$ cat config.mk
export PLATFORM = sky130hd
export DESIGN_NAME = neuron_mac_seq_flat
export DESIGN_NICKNAME = d
export VERILOG_FILES = /design/src/rtl/nn_pkg.sv /design/src/rtl/neuron_mac_seq_if.sv /design/src/rtl/nn_sat_add.sv /design/src/rtl/neuron_mac_seq.sv /design/src/flat_wrapper.sv
export SDC_FILE = /design/constraint.sdc
export NUM_CORES = 1
export LEC_CHECK = 0
export ABC_AREA = 1
export BUFFER_PORTS_ARGS = -buffer_cell sky130_fd_sc_hd__buf_4
export CORE_MARGIN = 2
export CORE_UTILIZATION = 35
export CTS_CLUSTER_DIAMETER = 100
export DETAILED_ROUTE_END_ITERATION = 8
export HOLD_SLACK_MARGIN = 0.02
export PLACE_DENSITY = 0.63
export SYNTH_ARGS = -nofsm -noshare
export SYNTH_HDL_FRONTEND = slang
export SYNTH_SLANG_ARGS = --single-unit
$ cat constraint.sdc
create_clock -name clk -period 3.4 [get_ports clk]
set_clock_uncertainty 0.1 [all_clocks]
set_input_delay 0.51 -clock clk [delete_from_list [all_inputs] [get_ports clk]]
set_output_delay 0.51 -clock clk [all_outputs]
set_load 0.01 [all_outputs]
$ cat src/rtl/nn_pkg.sv
// Shared types and defaults for the sequential neuron MAC.
// Configuration macro: NN_MAC_SAT_EN (saturating adds + ovf flag when defined).
package nn_pkg;

  localparam int DEF_W_WIDTH   = 8;
  localparam int DEF_ACC_WIDTH = 16;

  typedef enum logic [1:0] {
    IDLE,
    ACCUM,
    BIAS,
    DONE
  } mac_state_e;

  // Width of the input index counter; at least one bit even for a single input.
  function automatic int idx_width(input int n);
    return (n > 1) ? $clog2(n) : 1;
  endfunction

endpackage

$ cat src/rtl/neuron_mac_seq_if.sv
// Operand/result handshake bundle between the MAC and its neighbours.
// master: upstream/downstream environment; slave: the MAC itself.
interface neuron_mac_seq_if
  import nn_pkg::*;
#(
  parameter int N_INPUTS  = 2,
  parameter int W_WIDTH   = DEF_W_WIDTH,
  parameter int ACC_WIDTH = DEF_ACC_WIDTH
);

  logic                         in_valid;
  logic                         in_ready;
  logic [N_INPUTS-1:0]          x;
  logic [N_INPUTS*W_WIDTH-1:0]  w;
  logic [W_WIDTH-1:0]           bias;
  logic                         out_valid;
  logic                         out_ready;
  logic [ACC_WIDTH-1:0]         h;
  logic                         ovf;

  modport master (
    output in_valid, x, w, bias, out_ready,
    input  in_ready, out_valid, h, ovf
  );

  modport slave (
    input  in_valid, x, w, bias, out_ready,
    output in_ready, out_valid, h, ovf
  );

endinterface

$ cat src/rtl/nn_sat_add.sv
// Signed ACC_WIDTH adder shared by every accumulation step.
// Configuration macro: NN_MAC_SAT_EN -- when defined the sum clamps to the
// signed range and sat flags the clamp; otherwise the sum wraps and sat is 0.
module nn_sat_add #(
  parameter int ACC_WIDTH = 16
) (
  input  logic signed [ACC_WIDTH-1:0] a,
  input  logic signed [ACC_WIDTH-1:0] b,
  output logic signed [ACC_WIDTH-1:0] sum,
  output logic                        sat
);

`ifdef NN_MAC_SAT_EN
  logic signed [ACC_WIDTH:0] wide;

  // One guard bit exposes overflow; clamp toward the sign of the true result.
  always_comb begin
    wide = {a[ACC_WIDTH-1], a} + {b[ACC_WIDTH-1], b};
    sat  = wide[ACC_WIDTH] ^ wide[ACC_WIDTH-1];
    if (!sat) begin
      sum = wide[ACC_WIDTH-1:0];
    end else if (wide[ACC_WIDTH]) begin
      sum = {1'b1, {(ACC_WIDTH-1){1'b0}}};
    end else begin
      sum = {1'b0, {(ACC_WIDTH-1){1'b1}}};
    end
  end
`else
  assign sum = a + b;
  assign sat = 1'b0;
`endif

endmodule

$ cat src/rtl/neuron_mac_seq.sv
// Sequential multiply-accumulate front end of a neuron: one binary input per
// cycle through a single shared adder, then the bias, then a held result.
// Configuration macro: NN_MAC_SAT_EN (saturating adds, sticky ovf per op).
module neuron_mac_seq
  import nn_pkg::*;
#(
  parameter int N_INPUTS  = 2,
  parameter int W_WIDTH   = DEF_W_WIDTH,
  parameter int ACC_WIDTH = DEF_ACC_WIDTH
) (
  input  logic             clk,
  input  logic             rst,
  neuron_mac_seq_if.slave  bus
);

  localparam int                   IDX_WIDTH = idx_width(N_INPUTS);
  localparam logic [IDX_WIDTH-1:0] LAST_IDX  = IDX_WIDTH'(N_INPUTS - 1);

  mac_state_e                  state;
  logic [N_INPUTS-1:0]         x_r;
  logic signed [W_WIDTH-1:0]   w_r [N_INPUTS];
  logic signed [W_WIDTH-1:0]   bias_r;
  logic signed [ACC_WIDTH-1:0] acc;
  logic [IDX_WIDTH-1:0]        idx;
  logic                        in_ready_r;
  logic                        out_valid_r;
  logic                        ovf_r;
  logic signed [ACC_WIDTH-1:0] h_r;
  logic signed [ACC_WIDTH-1:0] addend;
  logic signed [ACC_WIDTH-1:0] sum;
  logic                        sat;
  logic                        accept;

  assign accept = in_ready_r && bus.in_valid;

  // Select the term added this cycle: gated weight in ACCUM, bias in BIAS.
  always_comb begin
    // NOTE: default first so every path assigns addend and no latch is inferred.
    addend = '0;
    case (state)
      ACCUM:   if (x_r[idx]) addend = ACC_WIDTH'(w_r[idx]);
      BIAS:    addend = ACC_WIDTH'(bias_r);
      default: addend = '0;
    endcase
  end

  nn_sat_add #(
    .ACC_WIDTH (ACC_WIDTH)
  ) u_add (
    .a   (acc),
    .b   (addend),
    .sum (sum),
    .sat (sat)
  );

  // Operand capture on accept; later changes on the bus are ignored.
  always_ff @(posedge clk) begin
    // NOTE: operand registers are always written before use, so they carry no reset.
    if (!rst && accept) begin
      x_r    <= bus.x;
      bias_r <= bus.bias;
      for (int i = 0; i < N_INPUTS; i++) begin
        w_r[i] <= bus.w[i*W_WIDTH +: W_WIDTH];
      end
    end
  end

  // Control FSM with registered handshake outputs, result and overflow flag.
  always_ff @(posedge clk) begin
    // NOTE: non-blocking assignments so every register samples pre-edge values.
    if (rst) begin
      state       <= IDLE;
      in_ready_r  <= 1'b1;
      out_valid_r <= 1'b0;
      h_r         <= '0;
      ovf_r       <= 1'b0;
      acc         <= '0;
      idx         <= '0;
    end else begin
      case (state)
        IDLE: begin
          if (accept) begin
            acc        <= '0;
            idx        <= '0;
            ovf_r      <= 1'b0;
            in_ready_r <= 1'b0;
            state      <= ACCUM;
          end
        end
        ACCUM: begin
          acc   <= sum;
          ovf_r <= ovf_r | sat;
          if (idx == LAST_IDX) begin
            state <= BIAS;
          end else begin
            idx <= idx + 1'b1;
          end
        end
        BIAS: begin
          acc         <= sum;
          h_r         <= sum;
          ovf_r       <= ovf_r | sat;
          out_valid_r <= 1'b1;
          state       <= DONE;
        end
        DONE: begin
          // No accept in the exit cycle: in_ready only rises once back in IDLE.
          if (bus.out_ready) begin
            out_valid_r <= 1'b0;
            in_ready_r  <= 1'b1;
            state       <= IDLE;
          end
        end
        default: state <= IDLE;
      endcase
    end
  end

  assign bus.in_ready  = in_ready_r;
  assign bus.out_valid = out_valid_r;
  assign bus.h         = h_r;
  assign bus.ovf       = ovf_r;

endmodule

$ cat src/flat_wrapper.sv
// flat-port wrapper written by rule: the top's interface ports become plain ports
module neuron_mac_seq_flat import nn_pkg::*;
#(
  parameter int N_INPUTS  = 2,
  parameter int W_WIDTH   = DEF_W_WIDTH,
  parameter int ACC_WIDTH = DEF_ACC_WIDTH
)
  (clk, rst, bus_in_valid, bus_x, bus_w, bus_bias, bus_out_ready, bus_in_ready, bus_out_valid, bus_h, bus_ovf);
  neuron_mac_seq_if #(.N_INPUTS(N_INPUTS), .W_WIDTH(W_WIDTH), .ACC_WIDTH(ACC_WIDTH)) bus_i ();
  input  logic clk;
  input  logic rst;
  input wire logic [$bits(bus_i.in_valid)-1:0] bus_in_valid;
  input wire logic [$bits(bus_i.x)-1:0] bus_x;
  input wire logic [$bits(bus_i.w)-1:0] bus_w;
  input wire logic [$bits(bus_i.bias)-1:0] bus_bias;
  input wire logic [$bits(bus_i.out_ready)-1:0] bus_out_ready;
  output wire logic [$bits(bus_i.in_ready)-1:0] bus_in_ready;
  output wire logic [$bits(bus_i.out_valid)-1:0] bus_out_valid;
  output wire logic [$bits(bus_i.h)-1:0] bus_h;
  output wire logic [$bits(bus_i.ovf)-1:0] bus_ovf;
  assign bus_i.in_valid = bus_in_valid;
  assign bus_i.x = bus_x;
  assign bus_i.w = bus_w;
  assign bus_i.bias = bus_bias;
  assign bus_i.out_ready = bus_out_ready;
  assign bus_in_ready = bus_i.in_ready;
  assign bus_out_valid = bus_i.out_valid;
  assign bus_h = bus_i.h;
  assign bus_ovf = bus_i.ovf;
  neuron_mac_seq #(.N_INPUTS(N_INPUTS), .W_WIDTH(W_WIDTH), .ACC_WIDTH(ACC_WIDTH)) u_core (.clk(clk), .rst(rst), .bus(bus_i));
endmodule
==> run metrics <==
die area=10,400 sq um; area share of the largest cell type after synthesis=0.232; delay of the slowest critical-path stage=0.40 ns; pwr/cell area=642 nW/um^2; RSZ-0062 raised after global routing=false; Ys Warns=0; I/O Pins=49; Max Slew Vio Count=0; R2R Setup Slk=0.58 ns; Leak Pwr=0.00196 uW; total number of vias=2,784; largest net degree at the start of global routing=32; # nets final=541; CP dominant cell by count=nand2_1; Buf+Inv Stages, Crit Path=5; Root Buffer=clkbuf_8; Synth-to-Final Area Change=19.8%; Mapped Nets=491; Worst Setup Path Type=reg2reg; CP Capture Type=flip-flop; total wire length=7080 microns; Tmin final=2.82 ns; initial antenna violation count=0; CTS Buffer Depth=2; crit path to=u_core.bus.h[15]; status=finished, final reports clean; Worst-Margin Slew=0.562 ns; post_cts resized=0; Non-Filler Instances=624; Fmax=0.354 GHz; drt via density=4.46; mean post-synth cell area=7.64 sq um; DRT Pass-1 Iters=6; CTS Buf Count=9; DRT iter0 DRCs=101; antenna-violating nets left=0; routed len/inst=11.3 microns; post-synthesis register bit count=64; # DRC=0; family with the most delay on the worst path=compound AO/OA/AOI/OAI gates; Hold WS=0.239 ns; number of port buffers=47; global placement routability congestion=0.856; Site Rows=35; Crit. path cell count=19; Antenna diodes=0; core box area=9280 sq um; Die X=102 microns; Slew headroom=0.625; Yosys cell types=33; Crit. Startpoint=u_core.state[1]; initial core utilization=0.362; Synth area leader=edfxtp_1; final setup violation count=0; arrival time worst endpoint=2.97 ns; Worst Reg2Reg Path Length in Cells=19; GRT overflow=0; cell count after placement=608; share of cells above drive strength 1=0.158; CTS tree=done; Netlist Area Pre-Place=3360 sq um; clock sinks=64; Final period util=0.830; Worst Path Required=3.54 ns; Max Cap Viol=0; worst-skew pair later-pin latency=0.34 ns; Synth Instances=440; Multi-input gate area=1570 sq um; Reg-to-Reg End=u_core.bus.h[15]; All-Layer GR Usage=0.154; Post-CTS Hold Buffers=0; Max stage delay cell, worst path=a21oi_1; Worst Path Max Fanout=7; Seq/Total Area, Yosys=0.459; first-pass GRT wire length=12,600 microns; clk slew on worst S/H paths=0.07 ns; setup TNS=0 ns; HPWL after DPL=5230 microns; fillcell total=937; setup repair bufs after CTS=0; vias in the first global route=2,814; die height=102 microns; largest cells by area after synthesis=edfxtp_1 (23%), dfxtp_1 (23%), nand2_1 (16%), ha_1 (7.4%), a21oi_1 (5.4%); worst reg2reg startpoint=u_core.state[1]; Peak VDD IR=0.000264 V; fin util=0.434; Critical Path Source Type=flip-flop; register area=1540 sq um; crit path cell chain=inv_1 -> ha_1 -> inv_1 -> a21oi_1 -> nand2_1 -> a21oi_1 -> ha_1 -> nand2_2 -> inv_1 -> a21oi_1 -> nand2_1 -> nand2_1 -> nand2_1 -> inv_1 -> nand2_2 -> nand2_1 -> nand2_1 -> nand2_1 -> inv_1; Final Hold Viols=0; H-Tree Depth=3; HP Class=in2reg
## state kept, by name (all words and copies together), names as in the netlist, named ones only
name,count
u_core.bus.in_ready,1
u_core.state,2
u_core.bias_r,8
u_core.w_r,16
u_core.acc,16
u_core.bus.h,16
u_core.x_r,2
u_core.idx,1
u_core.bus.out_valid,1
## cell usage after synthesis
master and n:
nand4_1 1, o21ai_1 5, a21oi_2 1, fa_1 1, nor2_4 1, buf_6 1
nand2_1 146, inv_1 47, a21o_1 2, o21ai_0 13, o21ai_2 1, a22oi_1 1
nand3_1 17, nor3_1 2, inv_2 3, edfxtp_1 26, nor2_2 2, or2_1 1
a211oi_1 1, xor2_1 7, nand3b_1 2, nand2_2 6, clkbuf_1 6, buf_2 3
o21a_1 1, o211ai_1 1, inv_4 1, ha_1 20, a21oi_1 36, conb_1 1
dfxtp_1 38, buf_4 1, nor2_1 45
## layout by cell type, fill, tap and decap left out, drive strengths merged, types with 2 or more instances in the layout
master / instances
a21o: 2
a21oi: 37
buf: 50
clkbuf: 11
clkinv: 3
dfxtp: 38
edfxtp: 26
ha: 20
inv: 51
nand2: 152
nand3: 17
nand3b: 2
nor2: 48
nor3: 2
o21ai: 19
xor2: 7
## metal layers
layer  global-route usage  up-vias  wire length, microns
met3               0.0404       13                   286
met5                    0        -                     0
met1                0.186     1216                  3290
met2                0.265       58                  3380
li1                     -     1497                     -
met4               0.0544        0                   126
## worst min path at each step
stage                   from               end  slack, ns  cells after the start
3_5_place_dp   u_core.acc[2]     u_core.acc[2]       0.37                      2
5_1_grt            bus_w[13]  u_core.w_r[1][5]       0.22                      1
6_report            bus_w[6]  u_core.w_r[0][6]       0.24                      1
3_3_place_gp   u_core.acc[0]     u_core.acc[0]       0.35                      2
4_1_cts             bus_w[5]  u_core.w_r[0][5]       0.22                      1
2_1_floorplan  u_core.acc[0]     u_core.acc[0]       0.34                      2
## final cells by class
class,count,area share
Clock buffer,11,0.0326
Clock inverter,5,0.0124
Inverter,51,0.0482
Multi-Input combinational cell,314,0.390
Sequential cell,64,0.383
Tap cell,129,0.0401
Timing Repair Buffer,50,0.0933
## metrics by stage
step	area, sq um	worst slack [ns]	total power (uW)
6_report	4030	0.578	2580
5_1_grt	4030	0.112	2800
4_1_cts	4030	0.536	2620
3_5_place_dp	3840	0.562	1990
3_3_place_gp	3840	0.657	1970
2_1_floorplan	3360	0.819	1670
## cell families (layout without fill, tap and decap cells)
logic type | Yosys count | in the layout | share of synthesized area
AND/OR/NAND/NOR | 223 | 223 | 0.268
flip-flops | 64 | 64 | 0.459
AO/OA/AOI/OAI | 62 | 62 | 0.0990
buffers and inverters | 62 | 117 | 0.0745
adder cells (fa/ha/maj) | 21 | 21 | 0.0804
XOR/XNOR | 7 | 7 | 0.0182
other | 1 | 1 | 0.00112
## report_power, final
part	internal (uW)	switching (uW)
Sequential	943	84.0
Clock	333	288
Combinational	343	593
Total	1620	965
Power figures use the tool's default switching activity.
